==> config.mk <==
export PLATFORM = sky130hd
export DESIGN_NAME = date_bcd_formatter_flat
export DESIGN_NICKNAME = d
export VERILOG_FILES = /design/src/rtl/date_bcd_formatter_if.sv /design/src/rtl/date_bcd_formatter.sv /design/src/flat_wrapper.sv
export SDC_FILE = /design/constraint.sdc
export NUM_CORES = 1
export LEC_CHECK = 0
export CORE_ASPECT_RATIO = 2
export CORE_MARGIN = 5
export CORE_UTILIZATION = 55
export DETAILED_ROUTE_END_ITERATION = 6
export GPL_ROUTABILITY_DRIVEN = 0
export GPL_TIMING_DRIVEN = 0
export PLACE_DENSITY = 0.78
export SYNTH_ARGS = -nofsm -noshare
export SYNTH_HDL_FRONTEND = slang
export SYNTH_SLANG_ARGS = --single-unit
export TNS_END_PERCENT = 10
==> constraint.sdc <==
create_clock -name clk -period 3.7 [get_ports clk]
set_input_delay 0.74 -clock clk [delete_from_list [all_inputs] [get_ports clk]]
set_output_delay 0.74 -clock clk [all_outputs]
set_load 0.02 [all_outputs]
==> src/rtl/date_bcd_formatter_if.sv <==
// Date bus between the calendar counter (master) and the BCD formatter (slave).
// The formatter returns packed BCD digits plus busy/valid/err status.
interface date_bcd_formatter_if #(
    parameter int YEAR_BITS = 14
);
    logic                 start;
    logic [4:0]           dd;
    logic [3:0]           mm;
    logic [YEAR_BITS-1:0] yyyy;
    logic [7:0]           bcd_day;
    logic [7:0]           bcd_mon;
    logic [15:0]          bcd_year;
    logic                 busy;
    logic                 valid;
    logic                 err;

    modport master (
        output start, dd, mm, yyyy,
        input  bcd_day, bcd_mon, bcd_year, busy, valid, err
    );

    modport slave (
        input  start, dd, mm, yyyy,
        output bcd_day, bcd_mon, bcd_year, busy, valid, err
    );
endinterface

==> src/rtl/date_bcd_formatter.sv <==
// Snapshots a dd/mm/yyyy date and converts each field to packed BCD with a
// shared sequential double-dabble loop, one field bit per clock.
module date_bcd_formatter #(
    parameter int YEAR_BITS    = 14,
    parameter bit AUTO_REFRESH = 1'b0
) (
    input  logic                clk,
    input  logic                rst,
    date_bcd_formatter_if.slave bus
);
    localparam int CW = $clog2(YEAR_BITS + 1);

    typedef enum logic [1:0] {IDLE, CONV, DONE} state_t;

    state_t               state, state_nxt;
    logic [CW-1:0]        cnt;
    logic [4:0]           snap_dd, sh_dd;
    logic [3:0]           snap_mm, sh_mm;
    logic [YEAR_BITS-1:0] snap_yy, sh_yy;
    logic [7:0]           acc_day, acc_mon;
    logic [15:0]          acc_yr;
    logic [7:0]           day_adj, mon_adj;
    logic [15:0]          yr_adj;
    logic [7:0]           bcd_day_q, bcd_mon_q;
    logic [15:0]          bcd_year_q;
    logic                 valid_q, err_q;
    logic                 busy;
    logic                 trigger, date_ok, last_iter;

    function automatic logic [3:0] adj4(input logic [3:0] n);
        return (n >= 4'd5) ? n + 4'd3 : n;
    endfunction

    // A 5-bit day cannot exceed 31, so only zero needs rejecting.
    always_comb begin
        trigger   = bus.start ||
                    (AUTO_REFRESH && ({bus.dd, bus.mm, bus.yyyy} != {snap_dd, snap_mm, snap_yy}));
        date_ok   = (bus.dd != 5'd0) && (bus.mm != 4'd0) && (bus.mm <= 4'd12) &&
                    (32'(bus.yyyy) <= 32'd9999);
        last_iter = (cnt == CW'(YEAR_BITS - 1));
        day_adj   = {adj4(acc_day[7:4]), adj4(acc_day[3:0])};
        mon_adj   = {adj4(acc_mon[7:4]), adj4(acc_mon[3:0])};
        yr_adj    = {adj4(acc_yr[15:12]), adj4(acc_yr[11:8]),
                     adj4(acc_yr[7:4]),   adj4(acc_yr[3:0])};
    end

    always_ff @(posedge clk or posedge rst) begin
        if (rst) state <= IDLE;
        else     state <= state_nxt;
    end

    always_comb begin
        state_nxt = state;
        case (state)
            IDLE:    if (trigger && date_ok) state_nxt = CONV;
            CONV:    if (last_iter)          state_nxt = DONE;
            DONE:    state_nxt = IDLE;
            default: state_nxt = IDLE;
        endcase
    end

    always_comb begin
        busy = (state != IDLE);
    end

    always_ff @(posedge clk or posedge rst) begin
        if (rst) begin
            cnt        <= '0;
            snap_dd    <= '0;
            snap_mm    <= '0;
            snap_yy    <= '0;
            sh_dd      <= '0;
            sh_mm      <= '0;
            sh_yy      <= '0;
            acc_day    <= '0;
            acc_mon    <= '0;
            acc_yr     <= '0;
            bcd_day_q  <= '0;
            bcd_mon_q  <= '0;
            bcd_year_q <= '0;
            valid_q    <= 1'b0;
            err_q      <= 1'b0;
        end else begin
            valid_q <= 1'b0;
            err_q   <= 1'b0;
            case (state)
                IDLE: if (trigger) begin
                    // Snapshot even rejected dates so auto-refresh does not spin on them.
                    snap_dd <= bus.dd;
                    snap_mm <= bus.mm;
                    snap_yy <= bus.yyyy;
                    if (date_ok) begin
                        sh_dd   <= bus.dd;
                        sh_mm   <= bus.mm;
                        sh_yy   <= bus.yyyy;
                        acc_day <= '0;
                        acc_mon <= '0;
                        acc_yr  <= '0;
                        cnt     <= '0;
                    end else begin
                        err_q <= 1'b1;
                    end
                end
                CONV: begin
                    cnt    <= cnt + CW'(1);
                    acc_yr <= {yr_adj[14:0], sh_yy[YEAR_BITS-1]};
                    sh_yy  <= sh_yy << 1;
                    // Shorter fields finish early and then hold their digits.
                    if (cnt < CW'(5)) begin
                        acc_day <= {day_adj[6:0], sh_dd[4]};
                        sh_dd   <= sh_dd << 1;
                    end
                    if (cnt < CW'(4)) begin
                        acc_mon <= {mon_adj[6:0], sh_mm[3]};
                        sh_mm   <= sh_mm << 1;
                    end
                end
                DONE: begin
                    bcd_day_q  <= acc_day;
                    bcd_mon_q  <= acc_mon;
                    bcd_year_q <= acc_yr;
                    valid_q    <= 1'b1;
                end
                default: ;
            endcase
        end
    end

    assign bus.bcd_day  = bcd_day_q;
    assign bus.bcd_mon  = bcd_mon_q;
    assign bus.bcd_year = bcd_year_q;
    assign bus.busy     = busy;
    assign bus.valid    = valid_q;
    assign bus.err      = err_q;
endmodule

==> src/flat_wrapper.sv <==
// flat-port wrapper written by rule: the top's interface ports become plain ports
module date_bcd_formatter_flat 
#(
    parameter int YEAR_BITS    = 14,
    parameter bit AUTO_REFRESH = 1'b0
)
  (clk, rst, bus_start, bus_dd, bus_mm, bus_yyyy, bus_bcd_day, bus_bcd_mon, bus_bcd_year, bus_busy, bus_valid, bus_err);
  date_bcd_formatter_if #(.YEAR_BITS(YEAR_BITS)) bus_i ();
  input  logic clk;
  input  logic rst;
  input wire logic [$bits(bus_i.start)-1:0] bus_start;
  input wire logic [$bits(bus_i.dd)-1:0] bus_dd;
  input wire logic [$bits(bus_i.mm)-1:0] bus_mm;
  input wire logic [$bits(bus_i.yyyy)-1:0] bus_yyyy;
  output wire logic [$bits(bus_i.bcd_day)-1:0] bus_bcd_day;
  output wire logic [$bits(bus_i.bcd_mon)-1:0] bus_bcd_mon;
  output wire logic [$bits(bus_i.bcd_year)-1:0] bus_bcd_year;
  output wire logic [$bits(bus_i.busy)-1:0] bus_busy;
  output wire logic [$bits(bus_i.valid)-1:0] bus_valid;
  output wire logic [$bits(bus_i.err)-1:0] bus_err;
  assign bus_i.start = bus_start;
  assign bus_i.dd = bus_dd;
  assign bus_i.mm = bus_mm;
  assign bus_i.yyyy = bus_yyyy;
  assign bus_bcd_day = bus_i.bcd_day;
  assign bus_bcd_mon = bus_i.bcd_mon;
  assign bus_bcd_year = bus_i.bcd_year;
  assign bus_busy = bus_i.busy;
  assign bus_valid = bus_i.valid;
  assign bus_err = bus_i.err;
  date_bcd_formatter #(.YEAR_BITS(YEAR_BITS), .AUTO_REFRESH(AUTO_REFRESH)) u_core (.clk(clk), .rst(rst), .bus(bus_i));
endmodule
; Word level (Yosys, flattened, before mapping)
; Index checks and enable logic that the tools add are counted.
[op_classes]
n_reduce_logical = 13
magnitude_cmp = 12
addsub = 9
muxes = 38
n_eq_ne = 9
[op_table]
columns = op, n
row1 = $mux 4, 10
row2 = $ge 4x3->1 const B, 8
row3 = $mux 16, 2
row4 = $mux 8, 4
row5 = $pmux 16 s2, 1
row6 = $pmux 8 s2, 2
row7 = $mux 14, 2
row8 = $pmux 14 s2, 1
row9 = $add 4x2->4 const B, 5
row10 = $pmux 4 s2, 2
row11 = $mux 5, 3
row12 = $le 14x14->1 const B, 1
row13 = $ne 2x1->1 const B, 5
row14 = $pmux 5 s2, 1
row15 = $add 3x2->3 const B, 3
row16 = $mux 3, 3
row17 = $lt 4x3->1 const B, 2
row18 = $reduce_and 4->1, 2
row19 = $reduce_bool 5->1, 1
row20 = $add 4x1->4 const B, 1
row21 = $eq 4x4->1 const B, 1
row22 = $le 4x4->1 const B, 1
row23 = $logic_and 1x1->1, 4
row24 = $mux 1, 4
row25 = 10 further kinds, 12
[word_totals]
in_bits = 26
wordCells = 94
regBits = 95
out_inout_bits = 35

; Depth between registers and ports, before layout
[depth]
ltp_word = 7
mapped_depth = 7

; Worst setup path after synthesis
; Ideal clock, no wire load.
[synth_timing]
path_kind = in2reg
start = input port bus_yyyy[7]
end = register u_core.sh_mm[1]
path_buffers = 2
setup_slack_ns = 1.422
path_stages = 7
required_time_ns = 3.568
setup_ns = 0.132
arrival_time_ns = 2.145
cell_sequence = nor4_2 -> o22ai_2 -> or4_1 -> buf_4 -> buf_6 -> o22ai_1 -> a21oi_1
[synth_via]
elab_chain_cells = 4
[synth_lines]
columns = item, line
row1 = from (decl), flat_wrapper.sv:14  ; input wire logic [$bits(bus_i.yyyy)-1:0] bus_yyyy;
row2 = $le 14x14->1, date_bcd_formatter.sv:39  ; (32'(bus.yyyy) <= 32'd9999);
row3 = $logic_and 1x1->1, date_bcd_formatter.sv:38  ; date_ok = (bus.dd != 5'd0) && (bus.mm != 4'd0) && (bus.mm <= 4'd12) &&
row4 = $ne 2x1->1 (no source line), --
row5 = $reduce_and 4->1 (no source line), --
row6 = to (signal assigned), date_bcd_formatter.sv:94  ; sh_mm <= bus.mm;
row7 = to (signal assigned), date_bcd_formatter.sv:115  ; sh_mm <= sh_mm << 1;
row8 = to (decl), date_bcd_formatter.sv:18  ; logic [3:0] snap_mm, sh_mm;
; No other way between the ends.
; A chain may end at the register's enable or synchronous reset.

; Final worst setup path
[layout_timing]
start = input port bus_yyyy[7]
end = register u_core.acc_day[3]
[layout_via]
elab_chain_cells = 4
[layout_lines]
columns = item, line
row1 = $le 14x14->1, date_bcd_formatter.sv:39
row2 = $logic_and 1x1->1, date_bcd_formatter.sv:38
row3 = $ne 2x1->1 (no source line), --
row4 = $reduce_and 4->1 (no source line), --
row5 = to (signal assigned), date_bcd_formatter.sv:110  ; acc_day <= {day_adj[6:0], sh_dd[4]};
row6 = to (decl), date_bcd_formatter.sv:20  ; logic [7:0] acc_day, acc_mon;
; No other way between the ends.

==> impl_metrics.xml <==
<?xml version="1.0" encoding="UTF-8"?>
<metrics>
  <group name="status">
    <metric name="run_status" unit="">complete, no violations</metric>
  </group>
  <group name="placed_design">
    <metric name="input_output_buffers" unit="">60</metric>
    <metric name="pre_cts_setup_slack" unit="ns">0.477</metric>
    <metric name="hpwlAfterDp" unit="um">7520</metric>
  </group>
  <group name="cts">
    <metric name="htreeDepth" unit="">3</metric>
    <metric name="cts.reportedPaths.clkPinSlew" unit="ns">0.07</metric>
    <metric name="worst_skew_pair.late_latency" unit="ns">0.34</metric>
    <metric name="root_buffer" unit="">sky130_fd_sc_hd__clkbuf_16</metric>
    <metric name="cts_tree" unit="">built</metric>
    <metric name="numClockSinks" unit="">95</metric>
    <metric name="cts-buffers-inserted" unit="">9</metric>
    <metric name="postCtsSetupRepairBufs" unit="">0</metric>
    <metric name="post_cts_resized" unit="">0</metric>
    <metric name="cts_hold_buffers" unit="">0</metric>
    <metric name="clock_path_buffers" unit="">2</metric>
  </group>
  <group name="synthesis">
    <metric name="edff_count_synth" unit="">0</metric>
    <metric name="yosys.cell_count.top_type" unit="">sky130_fd_sc_hd__dfrtp_1</metric>
    <metric name="synthesized_netlist_net_count" unit="">477</metric>
    <metric name="synthDistinctLibCells" unit="">41</metric>
    <metric name="synthesis.area" unit="sq mm">0.00447</metric>
    <metric name="synth_seq_area_share" unit="">0.532</metric>
    <metric name="synthesis.instances" unit="">432</metric>
    <metric name="yosys.area.top_type_share" unit="">0.532</metric>
    <metric name="synth_largest_area_cell" unit="">sky130_fd_sc_hd__dfrtp_1</metric>
    <metric name="ys.warnings.count" unit="">0</metric>
    <metric name="syn_avg_cell_area" unit="sq um">10.3</metric>
    <metric name="async_set_reset_flop_share_out_of_synthesis" unit="">1.00</metric>
    <metric name="yosys-top-cells-count" unit="">sky130_fd_sc_hd__dfrtp_1, sky130_fd_sc_hd__nand2_1, sky130_fd_sc_hd__a21oi_1</metric>
    <metric name="largest_cells_by_area_after_synthesis" unit="">sky130_fd_sc_hd__dfrtp_1, sky130_fd_sc_hd__ha_1, sky130_fd_sc_hd__a21oi_1, sky130_fd_sc_hd__o21ai_0, sky130_fd_sc_hd__mux2_2</metric>
    <metric name="synth_top_flop_cell" unit="">sky130_fd_sc_hd__dfrtp_1</metric>
    <metric name="register_bit_count_reported_by_yosys" unit="">95</metric>
  </group>
  <group name="global_route">
    <metric name="grt_start_max_net_pins" unit="">61</metric>
    <metric name="grt.overflow.total" unit="">0</metric>
    <metric name="grt_pass1_vias" unit="">3632</metric>
    <metric name="gr-usage-all-layers" unit="">0.223</metric>
    <metric name="antenna_found_initial" unit="">0</metric>
    <metric name="grt_pass1_wl" unit="um">17200</metric>
  </group>
  <group name="routing">
    <metric name="remaining_drc_errors" unit="">0</metric>
    <metric name="drt-vias-per-instance" unit="">5.90</metric>
    <metric name="drt-initial-drc-count" unit="">199</metric>
    <metric name="detail_route.wl_per_cell" unit="um">16.8</metric>
    <metric name="dr_vias" unit="">3572</metric>
    <metric name="firstDrtPassIters" unit="">4</metric>
    <metric name="drt.antenna.violating_nets" unit="">0</metric>
    <metric name="finalWirelength" unit="um">10200</metric>
  </group>
  <group name="sta">
    <metric name="timing_max_transition_violations_final" unit="">0</metric>
    <metric name="post-route-min-period" unit="ns">2.92</metric>
    <metric name="final.setup_skew" unit="ns">0.00914</metric>
    <metric name="finalSetupViolations" unit="">0</metric>
    <metric name="rsz0062_at_grt" unit="">false</metric>
    <metric name="maxSlewHeadroom" unit="">0.425</metric>
    <metric name="timing.hold.ws" unit="ns">0.477</metric>
    <metric name="achievable-frequency" unit="MHz">342</metric>
    <metric name="hold_viol" unit="">0</metric>
    <metric name="worst-slew-pin-transition" unit="ns">0.856</metric>
    <metric name="period_share" unit="">0.790</metric>
    <metric name="setup_slack" unit="ns">0.778</metric>
  </group>
  <group name="power">
    <metric name="power.density" unit="mW/mm^2">856</metric>
    <metric name="ir_worst_vdd" unit="mV">0.527</metric>
    <metric name="leakagePower" unit="nW">2.53</metric>
  </group>
  <group name="setup_path">
    <metric name="worstSetupEndpointType" unit="">flop</metric>
    <metric name="r2r_setup_slack" unit="ns">1.53</metric>
    <metric name="worst_r2r_endpoint" unit="">u_core.acc_day[3]$_DFFE_PP0P_</metric>
    <metric name="critical-path-max-stage-delay" unit="ns">0.52</metric>
    <metric name="worstSetupPathType" unit="">input pin to flop</metric>
    <metric name="critPathRequiredTime" unit="ns">3.93</metric>
    <metric name="worstPathMaxFanout" unit="">10</metric>
    <metric name="crit_slowest_cell" unit="">sky130_fd_sc_hd__o41ai_2</metric>
    <metric name="number_of_cells_on_the_worst_reg_to_reg_path" unit="">6</metric>
    <metric name="critical_path.cell_chain" unit="">clkdlybuf4s50_1, nor4_2, o22ai_2, o41ai_2, buf_2, o21ai_0, a32o_1</metric>
    <metric name="critPathLaunchType" unit="">input pin</metric>
    <metric name="worst_flop_to_flop_path_startpoint" unit="">u_core.state[0]$_DFFE_PP0P_</metric>
    <metric name="cp.arrival" unit="ns">3.15</metric>
  </group>
  <group name="final_layout">
    <metric name="syn_to_final_growth" unit="%">23.7</metric>
    <metric name="fin_nets" unit="">549</metric>
    <metric name="post-route-util" unit="">0.696</metric>
    <metric name="n_antenna_cell" unit="">0</metric>
    <metric name="fraction_of_final_layout_cells_sized_beyond_drive_strength_1" unit="">0.0904</metric>
  </group>
  <group name="hold_path">
    <metric name="holdPathEnd" unit="">u_core.bus.bcd_year[8]$_DFFE_PP0P_</metric>
    <metric name="min_path_cells" unit="">2</metric>
    <metric name="min-delay-start" unit="">u_core.bus.bcd_year[8]$_DFFE_PP0P_</metric>
    <metric name="timing.hold.worst.class" unit="">flop to flop</metric>
  </group>
  <group name="floorplan">
    <metric name="dieHeight" unit="um">137</metric>
    <metric name="initial_core_util" unit="">0.563</metric>
    <metric name="die_width" unit="um">73.7</metric>
    <metric name="floorplan.io_pins" unit="">61</metric>
    <metric name="die_area" unit="sq mm">0.0101</metric>
    <metric name="placement_rows" unit="">46</metric>
    <metric name="core_area" unit="sq mm">0.00794</metric>
  </group>
  <group name="run">
    <metric name="max_cap_violations" unit="">0</metric>
  </group>
</metrics>
==> routing by layer <==
metal / vias to the layer above / track usage / part of all wire
met5: - / 0 / 0
met4: 0 / 0.114 / 0.042
met3: 29 / 0.0416 / 0.033
met2: 87 / 0.404 / 0.56
met1: 1796 / 0.238 / 0.36
li1: 1660 / - / -
==> flip-flops by register name, summed over array words and instances (netlist names) <==
name	flops
u_core.bus.bcd_day	8
u_core.state	2
u_core.cnt	4
u_core.acc_yr	16
u_core.bus.bcd_mon	8
u_core.acc_mon	8
u_core.acc_day	8
u_core.bus.valid	1
u_core.sh_yy	14
u_core.bus.err	1
u_core.sh_mm	4
u_core.sh_dd	5
u_core.bus.bcd_year	16
==> cells by family after synthesis <==
family	share of synthesized area
flops	0.532
fa+ha+maj	0.0532
compound gates	0.173
xor+xnor	0.0235
buf+inv	0.0479
mux	0.0515
simple gates	0.119
==> worst max-delay path: cells and delay by family <==
family	cells	cell delay (ns)
AO/OA/AOI/OAI	4	1.16
buffers and inverters	2	0.78
AND/OR/NAND/NOR	1	0.46
==> where the power goes <==
part	leakage, nW	switching (mW)	internal [mW]	total [mW]
clock network	0.145	0.401	0.544	0.946
registers	1.20	0.297	1.43	1.73
logic	1.18	1.18	0.879	2.06
==> metrics by stage <==
step                      power, mW  area (sq um)  std cells  setup TNS (ns)
after floorplan                3.11          4470        432               0
after global placement         3.67          5190        588          -81.76
after detailed placement       3.79          5220        589               0
after CTS                      4.75          5530        605               0
after global routing           5.09          5530        605               0
final                          4.73          5530        605               0
==> cell usage in the layout, fill, tap and decap left out, drive strengths merged, types with 2 or more instances in the layout <==
master,count
clkbuf,21
o22ai,8
nor2,25
nand2b,10
xor2,4
a21oi,43
o32ai,2
inv,30
a32oi,2
o21ai,38
xnor2,8
nor3b,3
mux2,16
clkinv,2
nand4,2
a22o,12
or4,3
mux2i,5
clkinvlp,2
nor2b,2
ha,19
o31ai,6
nor4,3
nand2,45
a32o,8
clkdlybuf4s50,60
nor3,3
dfrtp,95
nand3,14
buf,11
==> area by class of cell <==
cell class                      count  area [sq um]
Buffer                             21           105
Clock buffer                       10           239
Clock inverter                      6          67.6
Fill cell                         635          2420
Inverter                           29           111
Multi-Input combinational cell    287          1880
Sequential cell                    95          2380
Tap cell                           96           120
Timing Repair Buffer               61           628
==> how the worst max path moves through the flow <==
stage	cells after the start	start	endpoint	slack, ns
after floorplan	1	rst	u_core.acc_day[0]$_DFFE_PP0P_	0.48
after global placement	2	rst	u_core.bus.bcd_year[14]$_DFFE_PP0P_	-0.87
after global routing	7	bus_yyyy[7]	u_core.acc_day[3]$_DFFE_PP0P_	0.73
after detailed placement	7	bus_yyyy[7]	u_core.acc_day[3]$_DFFE_PP0P_	0.48
after CTS	7	bus_yyyy[7]	u_core.acc_day[3]$_DFFE_PP0P_	0.83
final	7	bus_yyyy[7]	u_core.acc_day[3]$_DFFE_PP0P_	0.78
(Power assumes the default switching activity.)
==> patch (same settings) <==
`AUTO_REFRESH` is set to 1'b0 in 2 places; all go to 1'b1.
--- a/src/rtl/date_bcd_formatter.sv
+++ b/src/rtl/date_bcd_formatter.sv
@@ -2,7 +2,7 @@
 // shared sequential double-dabble loop, one field bit per clock.
 module date_bcd_formatter #(
     parameter int YEAR_BITS    = 14,
-    parameter bit AUTO_REFRESH = 1'b0
+    parameter bit AUTO_REFRESH = 1'b1
 ) (
     input  logic                clk,
     input  logic                rst,
--- a/src/flat_wrapper.sv
+++ b/src/flat_wrapper.sv
@@ -2,7 +2,7 @@
 module date_bcd_formatter_flat 
 #(
     parameter int YEAR_BITS    = 14,
-    parameter bit AUTO_REFRESH = 1'b0
+    parameter bit AUTO_REFRESH = 1'b1
 )
   (clk, rst, bus_start, bus_dd, bus_mm, bus_yyyy, bus_bcd_day, bus_bcd_mon, bus_bcd_year, bus_busy, bus_valid, bus_err);
   date_bcd_formatter_if #(.YEAR_BITS(YEAR_BITS)) bus_i ();
Check against the original RTL: not equivalent (Yosys sat finds a counterexample within 4 cycles, from zero or initial values and one cycle with rst high).
==> patch against the unedited design <==
First-iteration DRC count up 41%; combinational power up 41%; final area up 33%; setup slack worse by 0.0026 ns; routed wire length up 39%; largest cell class unchanged; total power up 47%; sequential cell count up 23; area after synthesis up 31%; utilization up 0.37 points.
==> patch: results (changes against the unedited design) <==
dpl ws = 0.355 ns (-0.122 ns)
Hold Path Sink = u_core.bus.bcd_year[11]$_DFFE_PP0P_
Syn Inst Count = 562 (+30%)
synth top area cells = dfrtp_1 (51%), nand2_1 (5.7%), mux2_4 (4.9%)
initial DRC count = 280 (+41%)
vias per cell = 5.74 (-2.7%)
drt total wl = 14200 µm (+39%)
slowest stage delay, CP = 0.62 ns (+0.10 ns)
CP top delay family = simple AND/OR/NAND/NOR gates
VDD IR-drop max = 0.522 mV (-0.99%)
Yosys cell types = 42 (+2.4%)
slowest CP cell = nor4_4
Static Leak = 3.31 nW (+31%)
Worst-path clk slew = 0.05 ns (-0.02 ns)
Max Fclk = 342 MHz (about the same)
most frequent cells after synthesis = dfrtp_1 (118), nand2_1 (88), o21ai_0 (45), inv_1 (39), xnor2_1 (29)
reg2reg start = u_core.state[1]$_DFFE_PP0P_
DP HPWL = 10000 µm (+33%)
clock latency on the worst-skew pair = 0.42 ns (+0.08 ns)
outcome = completed
Max Clock Skew = 0.00825 ns (-0.000889 ns)
fin cells = 794 (+31%)
Multi-input gate area = 2580 µm² (+38%)
number of global-route vias before repair = 4841 (+33%)
Setup crit end = u_core.snap_yy[6]$_DFFE_PP0P_
worst hold path startpoint = u_core.bus.bcd_year[11]$_DFFE_PP0P_
first-pass GRT wire length = 23600 µm (+37%)
fill count = 817 (+29%)
CTS H-tree depth = 4 (+1)
## patch: changes by cell type in the layout (fill, tap and decap cells not counted), moves of 10 or more
cell / unedited run / this run
dfrtp_1: 95 / 118
inv_1: 28 / 38
a211oi_1: 0 / 10
a22o_1: 12 / 0
nand3_1: 14 / 4
mux2_4: 0 / 19
o22ai_1: 7 / 17
nand2_1: 45 / 88
a21oi_1: 43 / 17
xnor2_1: 8 / 29
a22oi_1: 0 / 10
## patch: per-stage QoR
step / cell area (µm²) / hold WS [ns]
detailed placement: 6680 / 0.469
global placement: 6620 / 0.460
CTS: 7330 / 0.481
floorplan: 5850 / 0.449
finish: 7330 / 0.474
global route: 7330 / 0.500
## patch: where the power goes
group / internal, W / leakage, nW / switching (W) / total, W
clock: 0.00122 / 0.310 / 0.000577 / 0.00179
combinational: 0.00135 / 1.56 / 0.00157 / 0.00291
sequential: 0.00184 / 1.45 / 0.000399 / 0.00224
## patch: cell families after synthesis
logic type               after synthesis  share of synthesized area [%]
buffers and inverters                 63                           5.27
AND/OR/NAND/NOR                      155                           11.9
flip-flops                           118                           50.5
multiplexers                          46                           10.0
AO/OA/AOI/OAI                        129                           13.4
adder cells (fa/ha/maj)               19                           4.07
XOR/XNOR                              32                           4.79
## patch: metal layers
metal,vias up,share of wire (%),track usage (%)
met1,2277,35,23.0
met5,-,0,0
met2,138,57,43.8
li1,2100,-,-
met3,46,4.0,5.18
met4,0,3.9,12.6
## patch: cell type report
class,instances,share of cell area (%)
clock buffers,25,6.90
clock inverters,7,1.91
multi-input cells,381,35.3
inverters,39,2.05
repair buffers,63,9.02
well taps,137,2.34
plain buffers,24,2.20
flip-flops and latches,118,40.3
